[config.mk]
export PLATFORM = sky130hd
export DESIGN_NAME = progc_pipe
export DESIGN_NICKNAME = d
export VERILOG_FILES = /design/src/rtl/progc_pipe.sv
export SDC_FILE = /design/constraint.sdc
export NUM_CORES = 1
export LEC_CHECK = 0
export ABC_AREA = 1
export BUFFER_PORTS_ARGS = -buffer_cell sky130_fd_sc_hd__buf_2
export CORE_UTILIZATION = 50
export CTS_CLUSTER_SIZE = 24
export DETAILED_ROUTE_END_ITERATION = 10
export GPL_ROUTABILITY_DRIVEN = 0
export GPL_TIMING_DRIVEN = 1
export PLACE_DENSITY = 0.78
export SLEW_MARGIN = 15
export SYNTH_ARGS = -nofsm -noshare
export SYNTH_HDL_FRONTEND = slang
export SYNTH_SLANG_ARGS = --single-unit
[constraint.sdc]
create_clock -name clock -period 2.28 [get_ports clock]
set_clock_uncertainty 0.2 [all_clocks]
set_input_delay 0.228 -clock clock [delete_from_list [all_inputs] [get_ports clock]]
set_output_delay 0.228 -clock clock [all_outputs]
set_load 0.005 [all_outputs]
[src/rtl/progc_pipe.sv]
// progc_pipe: word-addressed fetch PC with boot delay, redirect priority, stall and halt/resume.
// Define PC_HIST_EN to add a circular history of redirect source PCs.
module progc_pipe #(
    parameter int               PCLEN     = 32,
    parameter logic [PCLEN-1:0] RSTVEC    = '0,
    parameter int               BOOTCYC   = 2,
    parameter int               HISTDEPTH = 4
) (
    input  logic                         clock,
    input  logic                         reset,
    input  logic                         stall,
    input  logic                         pcsel_vld,
    input  logic [1:0]                   pcsel,
    input  logic [PCLEN-1:0]             targaddr,
    input  logic                         halt_req,
    input  logic                         resume,
    output logic [PCLEN-1:0]             pcOut,
    output logic [PCLEN-1:0]             pclink,
    output logic                         fetch_vld,
    output logic                         halted,
    input  logic [$clog2(HISTDEPTH)-1:0] hist_idx,
    output logic [PCLEN-1:0]             hist_pc,
    output logic [$clog2(HISTDEPTH):0]   hist_cnt
);

    localparam int HW  = $clog2(HISTDEPTH);
    localparam int BCW = $clog2(BOOTCYC + 1);

    typedef enum logic [1:0] {BOOT, RUN, HALT} state_t;

    state_t           state_q, state_d;
    logic [PCLEN-1:0] pc_q, pc_d;
    logic [BCW-1:0]   boot_cnt_q, boot_cnt_d;
    logic             fetch_vld_q, fetch_vld_d;
    logic             halted_q, halted_d;
    logic             redirect;
    logic [PCLEN-1:0] target;

    assign redirect = pcsel_vld && (pcsel != 2'b00);
    assign target   = (pcsel == 2'b01) ? targaddr : pc_q + targaddr;

    // A redirect in RUN outranks stall and halt_req; halt_req still moves to HALT.
    always_comb begin
        state_d    = state_q;
        pc_d       = pc_q;
        boot_cnt_d = boot_cnt_q;
        case (state_q)
            BOOT: begin
                pc_d = RSTVEC;
                if (boot_cnt_q == BCW'(BOOTCYC - 1)) begin
                    state_d = RUN;
                end else begin
                    boot_cnt_d = boot_cnt_q + BCW'(1);
                end
            end
            RUN: begin
                if (redirect) begin
                    pc_d = target;
                end else if (!stall && !halt_req) begin
                    pc_d = pc_q + PCLEN'(1);
                end
                if (halt_req) begin
                    state_d = HALT;
                end
            end
            HALT: begin
                if (resume) begin
                    state_d = RUN;
                end
            end
            default: begin
                state_d = BOOT;
            end
        endcase
        fetch_vld_d = (state_d == RUN);
        halted_d    = (state_d == HALT);
    end

    always_ff @(posedge clock or posedge reset) begin
        if (reset) begin
            state_q     <= BOOT;
            pc_q        <= RSTVEC;
            boot_cnt_q  <= '0;
            fetch_vld_q <= 1'b0;
            halted_q    <= 1'b0;
        end else begin
            state_q     <= state_d;
            pc_q        <= pc_d;
            boot_cnt_q  <= boot_cnt_d;
            fetch_vld_q <= fetch_vld_d;
            halted_q    <= halted_d;
        end
    end

    assign pcOut     = pc_q;
    assign pclink    = pc_q + PCLEN'(1);
    assign fetch_vld = fetch_vld_q;
    assign halted    = halted_q;

`ifdef PC_HIST_EN
    logic [PCLEN-1:0] hist_mem_q [HISTDEPTH];
    logic [PCLEN-1:0] hist_mem_d [HISTDEPTH];
    logic [HW-1:0]    wr_ptr_q, wr_ptr_d;
    logic [HW:0]      cnt_q, cnt_d;
    logic [HW-1:0]    rd_ptr;
    logic             redirect_taken;

    assign redirect_taken = redirect && (state_q == RUN);

    // wr_ptr_q points at the slot the next redirect overwrites (the oldest once full).
    always_comb begin
        hist_mem_d = hist_mem_q;
        wr_ptr_d   = wr_ptr_q;
        cnt_d      = cnt_q;
        if (redirect_taken) begin
            hist_mem_d[wr_ptr_q] = pc_q;
            wr_ptr_d             = wr_ptr_q + HW'(1);
            if (cnt_q != (HW+1)'(HISTDEPTH)) begin
                cnt_d = cnt_q + (HW+1)'(1);
            end
        end
    end

    always_ff @(posedge clock or posedge reset) begin
        if (reset) begin
            for (int i = 0; i < HISTDEPTH; i++) begin
                hist_mem_q[i] <= '0;
            end
            wr_ptr_q <= '0;
            cnt_q    <= '0;
        end else begin
            hist_mem_q <= hist_mem_d;
            wr_ptr_q   <= wr_ptr_d;
            cnt_q      <= cnt_d;
        end
    end

    assign rd_ptr   = wr_ptr_q - HW'(1) - hist_idx;
    assign hist_pc  = ({1'b0, hist_idx} < cnt_q) ? hist_mem_q[rd_ptr] : '0;
    assign hist_cnt = cnt_q;
`else
    logic unused_hist_idx;

    assign unused_hist_idx = ^hist_idx;
    assign hist_pc         = '0;
    assign hist_cnt        = '0;
`endif

endmodule

# After elaboration in Yosys (flattened, before gate mapping)
# Index checks and enable logic that the tools add are counted.
[word_totals] mem_bits_ro=0 n_memories=0 latchBits=0 elab_cells=33 ram_bits=0 output_inout_bits=101 reg_bits=38
[classes] muxes=8 n_bitwise=1 div=0 n_shift=0 multipliers=0 n_reduce_logical=9 eq_ne=7 addsub=3 order_cmp=0
[ops] op="two-way mux 32 bit" n=3
[ops] op="one-hot mux 32 bit (2 select lines)" n=1
[ops] op="adder 32 x 1 -> 32 bit, second input constant" n=1
[ops] op="adder 32 bit" n=1
[ops] op="== test 2 x 1 -> 1 bit, second input constant" n=4
[ops] op="two-way mux 2 bit" n=3
[ops] op="one-hot mux 2 bit (3 select lines)" n=1
[ops] op="== test 2 bit, second input constant" n=2
[ops] op="AND reduction 2 bit" n=2
[ops] op="nonzero test 2 bit" n=2
[ops] op="!= test 3 bit, second input constant" n=1
[ops] op="adder 2 x 1 -> 2 bit, second input constant" n=1
[ops] op="logical AND 1 bit" n=2
[ops] op="logical NOT 1 bit" n=2
[ops] op="logical NOT 2 bit" n=1
[ops] op="NOT 1 bit" n=1

# Longest topological paths before layout
[depth] depth_word=5 mapped_depth=15 ltp_nobuf=15

# Worst setup path after synthesis
# Ideal clock, no wire load.
[synth_path] path_kind="register to register" startpoint="register pc_q[0] (netlist: pcOut[0])" endpoint="register pc_q[30] (netlist: pcOut[30])" arrival_time_ps=1858 path_slack_ps=106 stages_incl_launch_ff=16 t_required_ps=1963 path_cell_list="dfrtp_1 > ha_1 > inv_1 > fa_1 > nor2_1 > nor2_1 > o21ai_2 > nand2_1 > nand2_2 > nand2_1 > nand2_1 > nand2_1 > nand3_1 > nand2_1 > nand2_1 > nand2_1"
[synth_between] elab_chain_len=4 elab_cells_between_ends=6
[synth_rtl] element="start, declared" line="32" rtl="logic [PCLEN-1:0] pc_q, pc_d;"
[synth_rtl] element="start signal, assigned" line="88" rtl="pc_q <= pc_d;"
[synth_rtl] element="adder 32 x 1 -> 32 bit or adder 32 bit (tied branches)" line="60, 40"
[synth_rtl] element="two-way mux 32 bit, on equally long branches" line="59, 40"
[synth_rtl] element="two-way mux 32 bit *" line="57" rtl="if (redirect) begin"
[synth_rtl] element="one-hot mux 32 bit (2 select lines) *" line="47" rtl="case (state_q)"
# Mark *: on every way between the ends. The rest lies on a longest branch, timed or not. The select of a mux whose other input is x is not followed.
# A chain may end at the register's enable or synchronous reset.

# Final worst setup path
[layout_path] startpoint="register pc_q[0] (netlist: pcOut[0])" endpoint="register pc_q[22] (netlist: pcOut[22])"
# Same word-level chain as after synthesis.

==> metrics.md <==
| Metric | Value |
|---|---|
| Metal1 wirelength | roughly 8500 um |
| Layout net count | ~1.2k |
| Crit-path max FO | 3 |
| Proportion of register bits with asynchronous set or reset after synthesis | between 90% and 100% |
| Number of maximum-capacitance constraint violations | 0 |
| Count of yosys warnings during synthesis | 0 |
| Largest delay contributor family on the critical path | simple AND/OR/NAND/NOR gates |
| Clk slew on worst S/H paths | approximately 0.080 ns |
| Total iterations of the first detailed-routing run | 8 |
| Row count | 38 |
| Share of synthesized area occupied by flip-flops and latches | approximately 17% |
| Number of buffer cells added on primary ports | approximately 110 |
| Via/cell ratio | ~5.8 |
| Most used DFF post-synth | dfrtp_1 |
| Clock latency on the worst-skew pair | ~0.31 ns |
| IO Count | between 100 and 150 |
| Gr ovfl total | 0 |
| Critical Path Start Type | flop |
| Antenna Diode Count | 0 |
| Area inside the core boundary | between 10000 and 15000 um2 |
| P per Cell Area | 1140 nW/um2 |
| Growth of design area from synthesis to finish | 40.7% |
| Switching power summed over all nets | roughly 5000 uW |
| Static Leakage | around 0.0045 uW |
| Cell type with the highest aggregate area in the netlist | nand2_1 |
| Number of global-route vias before repair | about 6k |
| Internal power summed over all cells | between 4000 and 5000 uW |
| Vias after detailed routing | roughly 7.5k |
| Part of the total power dissipated in the clock network | 6.5% |
| Crit-path most repeated cell | nand2_1 |
| Mean area per synthesized cell | about 5.8 um2 |
| Sum of met2 wire segment lengths after detailed routing | approximately 10000 um |
| Unrepaired setup endpoints after global routing | true |
| Worst rel slew slack | roughly 38% |
| Slowest stage cell on the critical path | dfrtp_1 |
| Total clock sinks | 38 |
| Final setup violation count | 41 |
| Largest cells by area after synthesis | nand2_1 23%, dfrtp_1 17%, inv_1 9.2%, ha_1 7.3%, a21oi_1 6.0% |
| Number of placed instances, taps included | 1248 |
| Initial antenna violation count | 0 |
| Starting DRT DRC Count | 918 |
| Number of synthesized register bits | 38 |
| Failing checks | setup timing |
| Final hold violation count | 0 |
| Crit path capture type | flop |
| Count of flip-flops with a built-in enable after synthesis | 0 |
| Number of buffers and inverters on the critical path | 1 |
| Number of buffers on the longest clock path | 2 |
| Number of DRC violations after detailed routing | 0 |
| Final instance count without filler cells | between 1k and 1.5k |
| HPWL reported at the end of detailed placement | roughly 15000 um |
| Fraction of synthesized cell area taken by the top area cell type | a little under a quarter |
| Worst min path class | input pin to flop |
| Sequential cell fraction of total power | 14.3% |
| Fin Hold WS | approximately 0.089 ns |
| Initial core utilization | between 50 and 60% |
| Final period util | 110% |
| Total track usage | between 30% and 40% |
| Max Clock Freq | around 0.4 GHz |
| Fraction of final layout cells sized beyond drive strength 1 | 35.7% |
| Detailed-routed wire length on met3 | roughly 2900 um |
| Top routing layer in use | met4 |
| Filler cells | a little over 800 |
| Setup WS post-layout | -0.238 ns |
| H-tree Lvls | 2 |
| CP peak stage delay | 0.42 ns |
| Syn Std Cell Area | between 5000 and 6000 um2 |
| Total clock buffers created by CTS | 5 |
| Die Y-Extent | ~110 um |
| Wire length reported by the detailed router | ~23000 um |
| Sw Share | between 50% and 60% |
| Logic pwr share | about 79% |
| Critical path cell sequence | ha_2 > inv_2 > fa_2 > nor2_2 > nor2_2 > o21ai_2 > nand2_1 > nand2_2 > nand2_2 > nand2_1 > nand2_1 > nand3_1 > nand2_1 > nand2_1 > nand2_1 |
| Clk Tree Root Cell | clkbuf_8 |
| Endpoint required time on the critical path | approximately 2.3 ns |
| Final critical path time including I/O delays and setup | 2.52 ns |
| CTS tree | done |
| Die Footprint | roughly 12000 um2 |
| Crit path DAT | ~2.5 ns |
| Worst slack after detailed placement | -0.0500 ns |
| Per-cell routed wire length | roughly 18 um |
| Number of routed nets with antenna violations | 0 |
| Result of the run | complete, but fails checks |
| Worst supply voltage drop on vdd | 1.06 mV |
| Number of max-slew violations in the final report | 0 |
| Gate count of the mapped netlist | around 1000 |
| Pin count of the biggest net entering global routing | 39 |
| Start-to-end type of the worst setup path | flop to flop |
| Wire length of the first global-routing pass | 28900 um |
| Post-synth cell types | 40 |
| Worst slew pin tran | slightly above 0.9 ns |
| Die span in x | around 110 um |
[stage by stage]
step                utilization, %  cell area [um2]  total power (uW)  setup TNS, ns
floorplan                        -             5760              4640              0
global placement              59.4             6460              6510              0
detailed placement            59.4             6460              6580         -0.145
CTS                           63.5             6920              7440         -0.375
global route                  72.8             7920              9530          -8.07
finish                        72.8             7920              9030          -4.42
[worst min-delay path, cell delays in order]
cell and delay, ns:
buf_2 0.10, a21oi_1 0.07, o21ai_2 0.07, nand2_1 0.05, nand2_1 0.05
[power groups by stage]
stage	sequential (uW)	combinational [uW]	clock, uW
after floorplan	1390	3250	0
after global placement	1230	5280	0
after detailed placement	1240	5340	0
after CTS	1210	5660	575
after global routing	1310	7610	620
final	1290	7150	590
[placed cells by master (no fill, tap or decap), types with 3 or more instances in the layout]
cell type        n
nand2_1        285
inv_1          130
buf_2          105
buf_4           68
a21oi_1         58
nor2_1          50
nand2_2         49
nand3_1         48
conb_1          35
dfrtp_1         34
nor2_4          22
nor2_2          19
buf_6           19
inv_2           17
nand2_4         16
o21ai_1         16
o21ai_0         15
xnor2_1         13
ha_4            13
ha_1            12
nand3_2         11
xor2_2          11
nand4_1         10
a21oi_2          9
o211ai_1         8
ha_2             8
o21ai_2          7
o21bai_1         6
xor2_1           5
clkbuf_8         5
o22ai_1          4
nor3_4           4
xnor2_2          4
nor3_2           4
nand3b_1         4
dlygate4sd3_1    4
dfrtp_2          4
a21o_1           3
nor3_1           3
[sequential cells by signal, summed over array words and instances (netlist names)]
signal and cells:
halted 1, state_q 2, boot_cnt_q 2, fetch_vld 1, pcOut 32
[metal layers]
layer	vias up	GRT usage [%]
met2	636	51.4
li1	3360	-
met4	0	11.8
met5	-	0
met3	157	3.13
met1	3376	43.3
[cells by family after synthesis]
family / share of synthesized area [%]
XOR/XNOR: 5.42
other: 0.0666
adder cells (fa/ha/maj): 7.69
AND/OR/NAND/NOR: 40.8
AO/OA/AOI/OAI: 12.9
buffers and inverters: 16.2
flip-flops: 16.9
[path summary, 6_finish.rpt]
path / startpoint / endpoint / slack (ns) / cells past startpoint
worst max register to register: pcOut[0] / pcOut[22] / -0.24 / 15
max in group asynchronous: reset / pcOut[4] / 1.12 / 4
worst min-delay path: targaddr[23] / pcOut[23] / 0.09 / 5
worst min register to register: boot_cnt_q[0] / boot_cnt_q[0] / 0.28 / 1
min in group asynchronous: reset / pcOut[13] / 0.37 / 4
worst max-delay path: pcOut[0] / pcOut[22] / -0.24 / 15
[cells in the mapped netlist, types with 7 or more instances]
| cell type | n |
|---|---|
| nand2_1 | 339 |
| nand4_1 | 10 |
| nand2_2 | 12 |
| xor2_1 | 17 |
| inv_2 | 12 |
| o21ai_1 | 15 |
| nor2_1 | 79 |
| clkbuf_1 | 8 |
| a21oi_1 | 67 |
| o211ai_1 | 8 |
| nand3_1 | 59 |
| buf_4 | 36 |
| buf_2 | 8 |
| o21ai_0 | 23 |
| dfrtp_1 | 38 |
| nor2_2 | 7 |
| ha_1 | 33 |
| inv_1 | 138 |
| xnor2_1 | 16 |
[what timing repair did]
| item | CTS | global route |
|---|---|---|
| buffers inserted | 20 | 28 |
| resized for setup | 38 | 206 |
| hold endpoints to repair | 42 | 0 |
| hold buffers | 4 | 0 |
| endpoints found under the setup margin | 32 | 51 |
| pin swaps | 11 | 56 |
[area by class of cell]
class                      instances  area [um2]  area share [%]
inverter                         153         586            7.39
clock inverter                     1        30.0           0.379
multi-input combinational        768        4790            60.5
tap                              140         175            2.21
clock buffer                       7        76.3           0.963
sequential                        38         956            12.1
timing repair buffer             197        1310            16.5
Note: power is estimated with default switching activity, not from simulation.
